==> src/rtl/arbitro_memoria_vga_if.sv <==
// Display-read, writer and RAM-side signals of the VGA memory arbiter.
// The arbiter uses the slave view; the surrounding system uses the master view.
interface arbitro_memoria_vga_if #(
    parameter int unsigned ADDR_W = 18,
    parameter int unsigned DATA_W = 24
);
    logic              disp_req;
    logic [ADDR_W-1:0] disp_addr;
    logic [DATA_W-1:0] disp_data;
    logic              disp_valid;

    logic              wr_valid;
    logic [ADDR_W-1:0] wr_addr;
    logic [DATA_W-1:0] wr_data;
    logic              wr_ready;
    logic              wr_err;

    logic [ADDR_W-1:0] mem_addr;
    logic [DATA_W-1:0] mem_wdata;
    logic              mem_we;
    logic [DATA_W-1:0] mem_rdata;

    modport slave (
        input  disp_req, disp_addr, wr_valid, wr_addr, wr_data, mem_rdata,
        output disp_data, disp_valid, wr_ready, wr_err, mem_addr, mem_wdata, mem_we
    );

    modport master (
        output disp_req, disp_addr, wr_valid, wr_addr, wr_data, mem_rdata,
        input  disp_data, disp_valid, wr_ready, wr_err, mem_addr, mem_wdata, mem_we
    );
endinterface

==> src/rtl/arbitro_memoria_vga.sv <==
// Single-port image RAM arbiter: display reads win every cycle they ask;
// buffered writes drain through a small FIFO in the cycles left free.
module arbitro_memoria_vga #(
    parameter int unsigned ADDR_W     = 18,
    parameter int unsigned DATA_W     = 24,
    parameter int unsigned MEM_WORDS  = 160000,
    parameter int unsigned FIFO_DEPTH = 4,
    localparam int unsigned CNT_W     = $clog2(FIFO_DEPTH + 1)
) (
    input  logic                     clock_25,
    input  logic                     reset,
    arbitro_memoria_vga_if.slave     bus,
    input  logic                     frame_start,
    output logic [CNT_W-1:0]         fifo_count,
    output logic [15:0]              stall_cnt
);
    localparam int unsigned PTR_W = $clog2(FIFO_DEPTH);

    typedef enum logic [1:0] {IDLE, RD, WR} state_t;

    state_t            state, state_nxt;
    logic [ADDR_W-1:0] rd_addr_q;
    logic              rd_v1, rd_v2;

    logic [ADDR_W-1:0] fifo_addr [FIFO_DEPTH];
    logic [DATA_W-1:0] fifo_data [FIFO_DEPTH];
    logic [PTR_W-1:0]  wr_ptr, rd_ptr;

    logic              accept, in_range, push, pop;
    logic [ADDR_W-1:0] mem_addr_nxt;
    logic [DATA_W-1:0] mem_wdata_nxt;
    logic              mem_we_nxt;
    logic [CNT_W-1:0]  count_nxt;

    assign bus.wr_ready = (fifo_count < CNT_W'(FIFO_DEPTH));

    always_comb begin
        accept        = bus.wr_valid && bus.wr_ready;
        in_range      = 32'(bus.wr_addr) < MEM_WORDS;
        push          = accept && in_range;
        pop           = (state == WR) && (fifo_count != '0);
        mem_addr_nxt  = bus.mem_addr;
        mem_wdata_nxt = bus.mem_wdata;
        mem_we_nxt    = 1'b0;
        state_nxt     = IDLE;

        // The entry popped this cycle is already spoken for, so only schedule
        // another WR if something remains behind it.
        if (bus.disp_req)
            state_nxt = RD;
        else if (fifo_count > CNT_W'(pop))
            state_nxt = WR;

        case (state)
            RD: mem_addr_nxt = rd_addr_q;
            WR: begin
                if (pop) begin
                    mem_addr_nxt  = fifo_addr[rd_ptr];
                    mem_wdata_nxt = fifo_data[rd_ptr];
                    mem_we_nxt    = 1'b1;
                end
            end
            default: ;
        endcase

        count_nxt = fifo_count;
        if (push && !pop)
            count_nxt = fifo_count + CNT_W'(1);
        else if (pop && !push)
            count_nxt = fifo_count - CNT_W'(1);
    end

    always_ff @(posedge clock_25 or negedge reset) begin
        if (!reset) begin
            state          <= IDLE;
            rd_addr_q      <= '0;
            rd_v1          <= 1'b0;
            rd_v2          <= 1'b0;
            wr_ptr         <= '0;
            rd_ptr         <= '0;
            fifo_count     <= '0;
            stall_cnt      <= '0;
            bus.disp_data  <= '0;
            bus.disp_valid <= 1'b0;
            bus.wr_err     <= 1'b0;
            bus.mem_addr   <= '0;
            bus.mem_wdata  <= '0;
            bus.mem_we     <= 1'b0;
        end else begin
            state <= state_nxt;
            if (bus.disp_req)
                rd_addr_q <= bus.disp_addr;

            // Read pipeline: RD issues the address, RAM answers a cycle later,
            // then the word is registered towards the display.
            rd_v1          <= (state == RD);
            rd_v2          <= rd_v1;
            bus.disp_valid <= rd_v2;
            if (rd_v2)
                bus.disp_data <= bus.mem_rdata;

            bus.mem_addr  <= mem_addr_nxt;
            bus.mem_wdata <= mem_wdata_nxt;
            bus.mem_we    <= mem_we_nxt;

            if (push)
                wr_ptr <= wr_ptr + PTR_W'(1);
            if (pop)
                rd_ptr <= rd_ptr + PTR_W'(1);
            fifo_count <= count_nxt;
            bus.wr_err <= accept && !in_range;

            if (frame_start)
                stall_cnt <= '0;
            else if (bus.disp_req && (fifo_count != '0) && (stall_cnt != '1))
                stall_cnt <= stall_cnt + 16'd1;
        end
    end

    always_ff @(posedge clock_25) begin
        if (push) begin
            fifo_addr[wr_ptr] <= bus.wr_addr;
            fifo_data[wr_ptr] <= bus.wr_data;
        end
    end
endmodule

==> src/flat_wrapper.sv <==
// flat-port wrapper written by rule: the top's interface ports become plain ports
module arbitro_memoria_vga_flat 
#(
    parameter int unsigned ADDR_W     = 18,
    parameter int unsigned DATA_W     = 24,
    parameter int unsigned MEM_WORDS  = 160000,
    parameter int unsigned FIFO_DEPTH = 4,
    localparam int unsigned CNT_W     = $clog2(FIFO_DEPTH + 1)
)
  (clock_25, reset, frame_start, fifo_count, stall_cnt, bus_disp_req, bus_disp_addr, bus_wr_valid, bus_wr_addr, bus_wr_data, bus_mem_rdata, bus_disp_data, bus_disp_valid, bus_wr_ready, bus_wr_err, bus_mem_addr, bus_mem_wdata, bus_mem_we);
  arbitro_memoria_vga_if #(.ADDR_W(ADDR_W), .DATA_W(DATA_W)) bus_i ();
  input  logic clock_25;
  input  logic reset;
  input  logic frame_start;
  output logic [CNT_W-1:0] fifo_count;
  output logic [15:0] stall_cnt;
  input wire logic [$bits(bus_i.disp_req)-1:0] bus_disp_req;
  input wire logic [$bits(bus_i.disp_addr)-1:0] bus_disp_addr;
  input wire logic [$bits(bus_i.wr_valid)-1:0] bus_wr_valid;
  input wire logic [$bits(bus_i.wr_addr)-1:0] bus_wr_addr;
  input wire logic [$bits(bus_i.wr_data)-1:0] bus_wr_data;
  input wire logic [$bits(bus_i.mem_rdata)-1:0] bus_mem_rdata;
  output wire logic [$bits(bus_i.disp_data)-1:0] bus_disp_data;
  output wire logic [$bits(bus_i.disp_valid)-1:0] bus_disp_valid;
  output wire logic [$bits(bus_i.wr_ready)-1:0] bus_wr_ready;
  output wire logic [$bits(bus_i.wr_err)-1:0] bus_wr_err;
  output wire logic [$bits(bus_i.mem_addr)-1:0] bus_mem_addr;
  output wire logic [$bits(bus_i.mem_wdata)-1:0] bus_mem_wdata;
  output wire logic [$bits(bus_i.mem_we)-1:0] bus_mem_we;
  assign bus_i.disp_req = bus_disp_req;
  assign bus_i.disp_addr = bus_disp_addr;
  assign bus_i.wr_valid = bus_wr_valid;
  assign bus_i.wr_addr = bus_wr_addr;
  assign bus_i.wr_data = bus_wr_data;
  assign bus_i.mem_rdata = bus_mem_rdata;
  assign bus_disp_data = bus_i.disp_data;
  assign bus_disp_valid = bus_i.disp_valid;
  assign bus_wr_ready = bus_i.wr_ready;
  assign bus_wr_err = bus_i.wr_err;
  assign bus_mem_addr = bus_i.mem_addr;
  assign bus_mem_wdata = bus_i.mem_wdata;
  assign bus_mem_we = bus_i.mem_we;
  arbitro_memoria_vga #(.ADDR_W(ADDR_W), .DATA_W(DATA_W), .MEM_WORDS(MEM_WORDS), .FIFO_DEPTH(FIFO_DEPTH)) u_core (.clock_25(clock_25), .reset(reset), .bus(bus_i), .frame_start(frame_start), .fifo_count(fifo_count), .stall_cnt(stall_cnt));
endmodule
==> config.mk <==
export PLATFORM = sky130hd
export DESIGN_NAME = arbitro_memoria_vga_flat
export DESIGN_NICKNAME = d
export VERILOG_FILES = /design/src/rtl/arbitro_memoria_vga_if.sv /design/src/rtl/arbitro_memoria_vga.sv /design/src/flat_wrapper.sv
export SDC_FILE = /design/constraint.sdc
export NUM_CORES = 1
export LEC_CHECK = 0
export BUFFER_PORTS_ARGS = -buffer_cell sky130_fd_sc_hd__buf_2
export CORE_ASPECT_RATIO = 0.5
export CORE_UTILIZATION = 30
export CTS_BUF_LIST = sky130_fd_sc_hd__clkbuf_2
export CTS_CLUSTER_SIZE = 24
export DETAILED_ROUTE_END_ITERATION = 12
export PLACE_DENSITY = 0.57
export SLEW_MARGIN = 20
export SYNTH_ARGS = -nofsm -noshare
export SYNTH_HDL_FRONTEND = slang
export SYNTH_SLANG_ARGS = --single-unit
==> constraint.sdc <==
create_clock -name clock_25 -period 2.2 [get_ports clock_25]
set_input_delay 0.66 -clock clock_25 [delete_from_list [all_inputs] [get_ports clock_25]]
set_output_delay 0.66 -clock clock_25 [all_outputs]
set_load 0.01 [all_outputs]
==> impl_metrics.csv, run 1 <==
group,metric,value,unit
sta,setup_viol,1,
route,via_per_inst,4.476,
worst_setup_path,cpMaxStageDelayCell,"dfrtp_1",
die,rows,48,
clock_tree,insertion_delay,0.89,ns
synthesis,syn_inst,663,
die,die_width,271.8,µm
worst_setup_path,required,1.54,ns
run,maxCapViolations,0,
grt,grt_util_met2,25.00,%
worst_setup_path,cp_top_family,"flip-flops",
clock_tree,cts_tree,"done",
power,powerDensity,1055,nW/µm²
sta,timing.final.ws_setup,-0.02948,ns
worst_setup_path,worstPathMaxFanout,3,
route,drt_wl_total,26130,µm
worst_setup_path,crit_type,"reg -> out",
grt,antenna_found_initial,4,
synthesis,synth_xor_area_share,0.4814,%
die,die_h,136.9,µm
grt,grt_max_degree,49,
sta,worst_slew_pin_slew,0.7453,ns
sta,period_minus_slack,2.229,ns
route,vias,7144,
worst_setup_path,cp_cell_sequence,"buf_6, buf_6",
synthesis,synth-compound-area-share,4.149,%
die,initial_core_util,31.07,%
synthesis,synth-seq-area-share,72.35,%
synthesis,yosys.area.top_type,"edfxtp_1",
sta,slew_viol_final,0,
clock_tree,root_buffer,"clkbuf_2",
sta,holdWs,0.1721,ns
synthesis,synth_top_family_by_area,"multiplexers",
grt,gr-total-overflow,0,
sta,rsz0062_at_grt,"true",
synthesis,netlist.area_leader.share,46.22,%
route,drtIter0Drc,285,
synthesis,synth_seq_cells,282,
worst_setup_path,slowest_delay,0.43,ns
grt,grtUsageMet1,16.28,%
route,post_drt_wl_per_cell,16.37,µm
power,vdd_drop_max,0.3869,mV
synthesis,syn_nets,759,
worst_setup_path,cpMostUsedCell,"buf_6",
cells_and_area,drive_gt1_share,45.57,%
die,core_area,35130,µm²
cells_and_area,final_cell_area,14860,µm²
clock_tree,cts_max_level,3,
synthesis,syn_avg_cell_area,16.46,µm²
grt,met3_usage,4.544,%
cells_and_area,area_growth_syn_to_layout,36.12,%
synthesis,synth_mux_area_share,13.51,%
synthesis,synth_cell_type_count,39,
clock_tree,cts_buffers,70,
sta,finalClockSkew,0.06890,ns
cells_and_area,fin_nets,1160,
sta,hold_viol,0,
grt,top_usage_layer,"met2",
worst_setup_path,cp_data_arrival_time,1.57,ns
placed_design,placed_area,12770,µm²
placed_design,hpwl,16220,µm
outcome,status,"finished, violations left",
clock_tree,cts_sinks,282,
die,die_area,37200,µm²
sta,clock.fmax,0.4485,GHz
power,p_leak,6.087,nW
route,route.detailed.drc,0,
synthesis,synth_warnings,0,
worst_setup_path,critPathBufInv,2,
grt,grt_pass1_wl,40280,µm
hold_path,hold_class,"in -> reg",
sta,finalCritPeriodShare,101.3,%
synthesis,synthesis.area,10920,µm²
worst_setup_path,critPathCaptureType,"output port",
route,dr.pass1.iters,4,
synthesis,synth-simple-area-share,6.889,%
sta,setup_tns,-0.02948,ns
outcome,violations,"setup timing",
placed_design,io_buffers,177,
worst_setup_path,cp-start-kind,"register",
clock_tree,clk_pin_slew,0.11,ns
placed_design,routabilityCongestion,0.7614,
sta,max_slew_margin,50.19,%
clock_tree,clockBufferDepth,3,
synthesis,synth_fa_ha_area_share,0.8712,%
route,ant_nets,0,
die,ioPinCount,178,
synthesis,synth_area_leaders,"edfxtp_1 (46%), dfrtp_1 (26%), mux4_2 (8.7%)",
grt,grt_pass1_vias,7576,
grt,grtUsageTotal,14.15,%
## worst paths after layout
check	from	endpoint	slack [ns]	cells past startpoint
max	u_core.fifo_count[2]	fifo_count[2]	-0.03	2
min	frame_start	u_core.stall_cnt[13]	0.17	2
max in group asynchronous	reset	u_core.bus.disp_data[0]	1.21	3
min in group asynchronous	reset	u_core.bus.mem_wdata[17]	0.26	2
min reg2reg	u_core.rd_v1	u_core.rd_v2	0.37	0
max reg2reg	u_core.stall_cnt[1]	u_core.stall_cnt[10]	0.11	6
## repair_timing
action,4_1_cts,5_1_grt
hold endpoints to repair,236,0
hold buffers,86,0
endpoints found under the setup margin,68,73
setup buffers,34,22
resized for setup,27,9
## through the flow
stage | util [%] | power [W] | cells | worst slack (ns)
2_1_floorplan | - | 0.009697 | 663 | -0.08873
3_3_place_gp | 36.35 | 0.01137 | 1325 | -0.1518
3_5_place_dp | 36.35 | 0.01145 | 1325 | -0.1647
4_1_cts | 41.65 | 0.01566 | 1570 | -0.1616
5_1_grt | 42.29 | 0.01669 | 1596 | -0.2348
6_report | 42.29 | 0.01567 | 1596 | -0.02948
## per-layer routing
layer / routed length [µm] / vias up
met5: 0 / -
met4: 404 / 0
met3: 1231 / 36
met2: 13830 / 142
met1: 10670 / 3585
li1: - / 3381
## cell usage in the layout (no fill, tap or decap), types with 8 or more instances in the layout
cell type | netlist | layout
a21oi_1 | 14 | 13
a32oi_1 | 18 | 18
buf_12 | 0 | 12
buf_2 | 8 | 156
buf_4 | 2 | 88
buf_6 | 0 | 22
clkbuf_2 | 0 | 110
clkinv_1 | 1 | 12
dfrtp_1 | 114 | 105
dfrtp_2 | 0 | 8
dlygate4sd3_1 | 0 | 86
edfxtp_1 | 168 | 168
mux2_2 | 47 | 47
mux4_2 | 42 | 42
nand2_1 | 117 | 117
nor2_1 | 9 | 9
o22ai_1 | 18 | 18
o31ai_1 | 9 | 9
or4_1 | 8 | 8
## layout make-up
cell class,instances,area (µm²)
flip-flops and latches,282,7911
inverters,11,41.29
fillers,3201,20280
repair buffers,364,2790
multi-input cells,335,2868
diodes,4,10.01
clock inverters,15,92.59
clock buffers,110,550.5
well taps,475,594.3
## flip-flops by register name (all words and copies together), names as in the netlist
name / count
u_core.bus.disp_data: 24
u_core.bus.disp_valid: 1
u_core.bus.mem_addr: 18
u_core.bus.mem_wdata: 24
u_core.bus.mem_we: 1
u_core.bus.wr_err: 1
u_core.fifo_addr: 72
u_core.fifo_count: 3
u_core.fifo_data: 96
u_core.rd_addr_q: 18
u_core.rd_ptr: 2
u_core.rd_v1: 1
u_core.rd_v2: 1
u_core.stall_cnt: 16
u_core.state: 2
u_core.wr_ptr: 2
## cell usage after synthesis (all sizes together)
| cell type | instances |
|---|---|
| or3b | 1 |
| or3 | 7 |
| nand2 | 117 |
| nand4 | 4 |
| nand2b | 1 |
| a211oi | 1 |
| dfrtp | 114 |
| and2 | 4 |
| nor4b | 2 |
| mux4 | 42 |
| edfxtp | 168 |
| mux2 | 47 |
| a21oi | 14 |
| nor2 | 9 |
| or2 | 1 |
| o22ai | 18 |
| inv | 10 |
| nor2b | 3 |
| xnor2 | 5 |
| clkbuf | 23 |
| fa | 1 |
| or4 | 8 |
| xor2 | 1 |
| nor4 | 3 |
| nand3 | 5 |
| ha | 6 |
| o21ai | 5 |
| o31ai | 10 |
| a32oi | 18 |
| and3 | 1 |
| clkinv | 1 |
| buf | 12 |
| nor3 | 1 |
## logic make-up after synthesis
group	Yosys count
flip-flops	282
AND/OR/NAND/NOR	167
multiplexers	89
AO/OA/AOI/OAI	66
buffers and inverters	46
adder cells (fa/ha/maj)	7
XOR/XNOR	6
## where the power goes
group / internal [W] / total [W] / switching [W]
registers: 0.00659 / 0.00706 / 0.000472
clock network: 0.00144 / 0.00355 / 0.00211
logic: 0.00268 / 0.00506 / 0.00239
total: 0.0107 / 0.0157 / 0.00497
No activity file was read; power rests on OpenSTA's default activity.
==> inputs of run 2 (changes only) <==
--- a/config.mk
+++ b/config.mk
@@ -7,11 +7,11 @@
 export LEC_CHECK = 0
 export BUFFER_PORTS_ARGS = -buffer_cell sky130_fd_sc_hd__buf_2
 export CORE_ASPECT_RATIO = 0.5
-export CORE_UTILIZATION = 30
+export CORE_UTILIZATION = 49
 export CTS_BUF_LIST = sky130_fd_sc_hd__clkbuf_2
 export CTS_CLUSTER_SIZE = 24
 export DETAILED_ROUTE_END_ITERATION = 12
-export PLACE_DENSITY = 0.57
+export PLACE_DENSITY = 0.82
 export SLEW_MARGIN = 20
 export SYNTH_ARGS = -nofsm -noshare
 export SYNTH_HDL_FRONTEND = slang
==> run 2 against run 1 <==
Combinational power down 8.3%. Largest cell class unchanged. The run now ends clean. Global-route usage is 8.4 points higher. Sequential cell count unchanged.
==> impl_metrics.csv, run 2 (synthesis gave the netlist of run 1 again) <==
group,metric,value,unit
outcome,status,"finished clean",
clock_tree,cts_tree,"done",
cells_and_area,stdcell_count,1355,
cells_and_area,layout_commonest_cell,"buf_2",
route,route.detailed.drc,0,
cells_and_area,reg.largest.list,"u_core.fifo_data: 96 flops, u_core.fifo_addr: 72 flops",
placed_design,hpwl,15760,µm
route,wl_met3,1447,µm
cells_and_area,diodes,0,
grt,grtUsageTotal,22.50,%
placed_design,dpl.cell_count,1145,
die,ioPinCount,178,
die,rows,38,
worst_setup_path,startpoint,"u_core.fifo_count[2]",
hold_path,worstHoldStart,"bus_mem_rdata[15]",
grt,gr-total-overflow,0,
worst_setup_path,cp_data_arrival_time,1.51,ns
worst_setup_path,r2r_start,"u_core.fifo_count[2]",
clock_tree,clockBufferDepth,3,
cells_and_area,drive_gt1_share,42.94,%
route,vias,7155,
route,post_drt_wl_per_cell,19.15,µm
clock_tree,cts_buffers,58,
cells_and_area,final_core_util,64.78,%
route,drt_wl_total,25950,µm
worst_setup_path,required,1.54,ns
sta,finalClockSkew,0.1004,ns
sta,hold_viol,0,
die,die_area,22910,µm²
cells_and_area,largest_reg_flops,96,
power,vdd_drop_max,0.4686,mV
worst_setup_path,crit_type,"reg -> out",
power,power,0.01490,W
worst_setup_path,worstPathMaxFanout,3,
clock_tree,insertion_delay,0.90,ns
sta,setup_viol,0,
placed_design,routabilityCongestion,0.8004,
cells_and_area,area_growth_syn_to_layout,29.23,%
die,initial_core_util,50.13,%
sta,rsz0062_at_grt,"true",
run,maxCapViolations,0,
sta,finalCritPeriodShare,98.82,%
hold_path,hold_class,"in -> reg",
route,via_per_inst,5.280,
placed_design,io_buffers,177,
route,dr.pass1.iters,5,
route,ant_nets,0,
die,die_width,213.1,µm
cells_and_area,top_register,"u_core.fifo_data",
power,powerDensity,1056,nW/µm²
sta,period_minus_slack,2.174,ns
route,wl_met1,10300,µm
clock_tree,cts_max_level,2,
clock_tree,root_buffer,"clkbuf_2",
grt,grt_pass1_vias,7421,
grt,antenna_found_initial,0,
worst_setup_path,cp-start-kind,"register",
grt,grt_pass1_wl,38760,µm
worst_setup_path,critPathCaptureType,"output port",
sta,slew_viol_final,0,
clock_tree,cts_sinks,282,
sta,worst_slew_pin_slew,0.5709,ns
route,met2_length,13430,µm
sta,max_slew_margin,61.70,%
clock_tree,clk_pin_slew,0.10,ns
cells_and_area,fin_nets,1105,
route,dr.max_layer_used,"met4",
route,drtIter0Drc,752,
die,core_area,21780,µm²
grt,grt_max_degree,46,
cells_and_area,final_cell_mix,"buf_2 (169), edfxtp_1 (168), nand2_1 (117)",
die,die_h,107.5,µm
sta,clock.fmax,0.4600,GHz
power,p_leak,5.781,nW
run 2: per-stage QoR:
step / setup TNS, ns / hold slack (ns) / worst slack, ns / cell area, µm²
6_report: 0 / 0.1023 / 0.02604 / 14110
5_1_grt: -0.5116 / 0.004266 / -0.1033 / 14110
2_1_floorplan: -15.07 / 0.3312 / -0.08873 / 10950
4_1_cts: -0.1485 / 0.001407 / -0.06742 / 13920
3_3_place_gp: -20.18 / 0.3367 / -0.2893 / 12540
3_5_place_dp: -21.17 / 0.3498 / -0.3175 / 12540
run 2: worst paths after layout:
| kind | endpoint | slack (ns) | depth (start not counted) |
|---|---|---|---|
| setup / recovery | fifo_count[2] | 0.03 | 2 |
| hold / removal | u_core.bus.disp_data[15] | 0.10 | 2 |
| setup reg to reg | u_core.fifo_count[2] | 0.11 | 11 |
| hold reg to reg | u_core.rd_v2 | 0.37 | 0 |
| max in group asynchronous | u_core.bus.mem_wdata[13] | 1.41 | 3 |
| min in group asynchronous | u_core.wr_ptr[1] | 0.16 | 2 |
run 2: cell type report:
cell class                      instances  area, µm²
Sequential cell                       282       7914
Clock inverter                         18      80.08
Multi-Input combinational cell        335       2865
Fill cell                            1461       7670
Tap cell                              300      375.4
Timing Repair Buffer                  321       2387
Inverter                               11      43.79
Clock buffer                           88      440.4
run 2: routing by layer:
layer	GRT usage (%)	up-vias
met5	0	-
met4	9.712	0
met3	5.134	62
met2	39.16	258
met1	27.07	3591
li1	-	3244
run 2: timing repair:
item / in CTS / in global routing
hold endpoints to repair: 294 / 4
setup buffers: 8 / 20
gates cloned: 0 / 0
setup endpoints to repair: 12 / 41
hold buffers: 77 / 1
gates resized for setup: 15 / 7
run 2: critical path, stage by stage, from the launching register on:
cell and delay, ns:
dfrtp_2 0.46, buf_6 0.13, buf_6 0.11
run 2: report_power, final:
group,switching [W],total (W),internal (W)
sequential,0.000605,0.00720,0.00659
clock,0.00198,0.00306,0.00108
combinational,0.00229,0.00464,0.00235
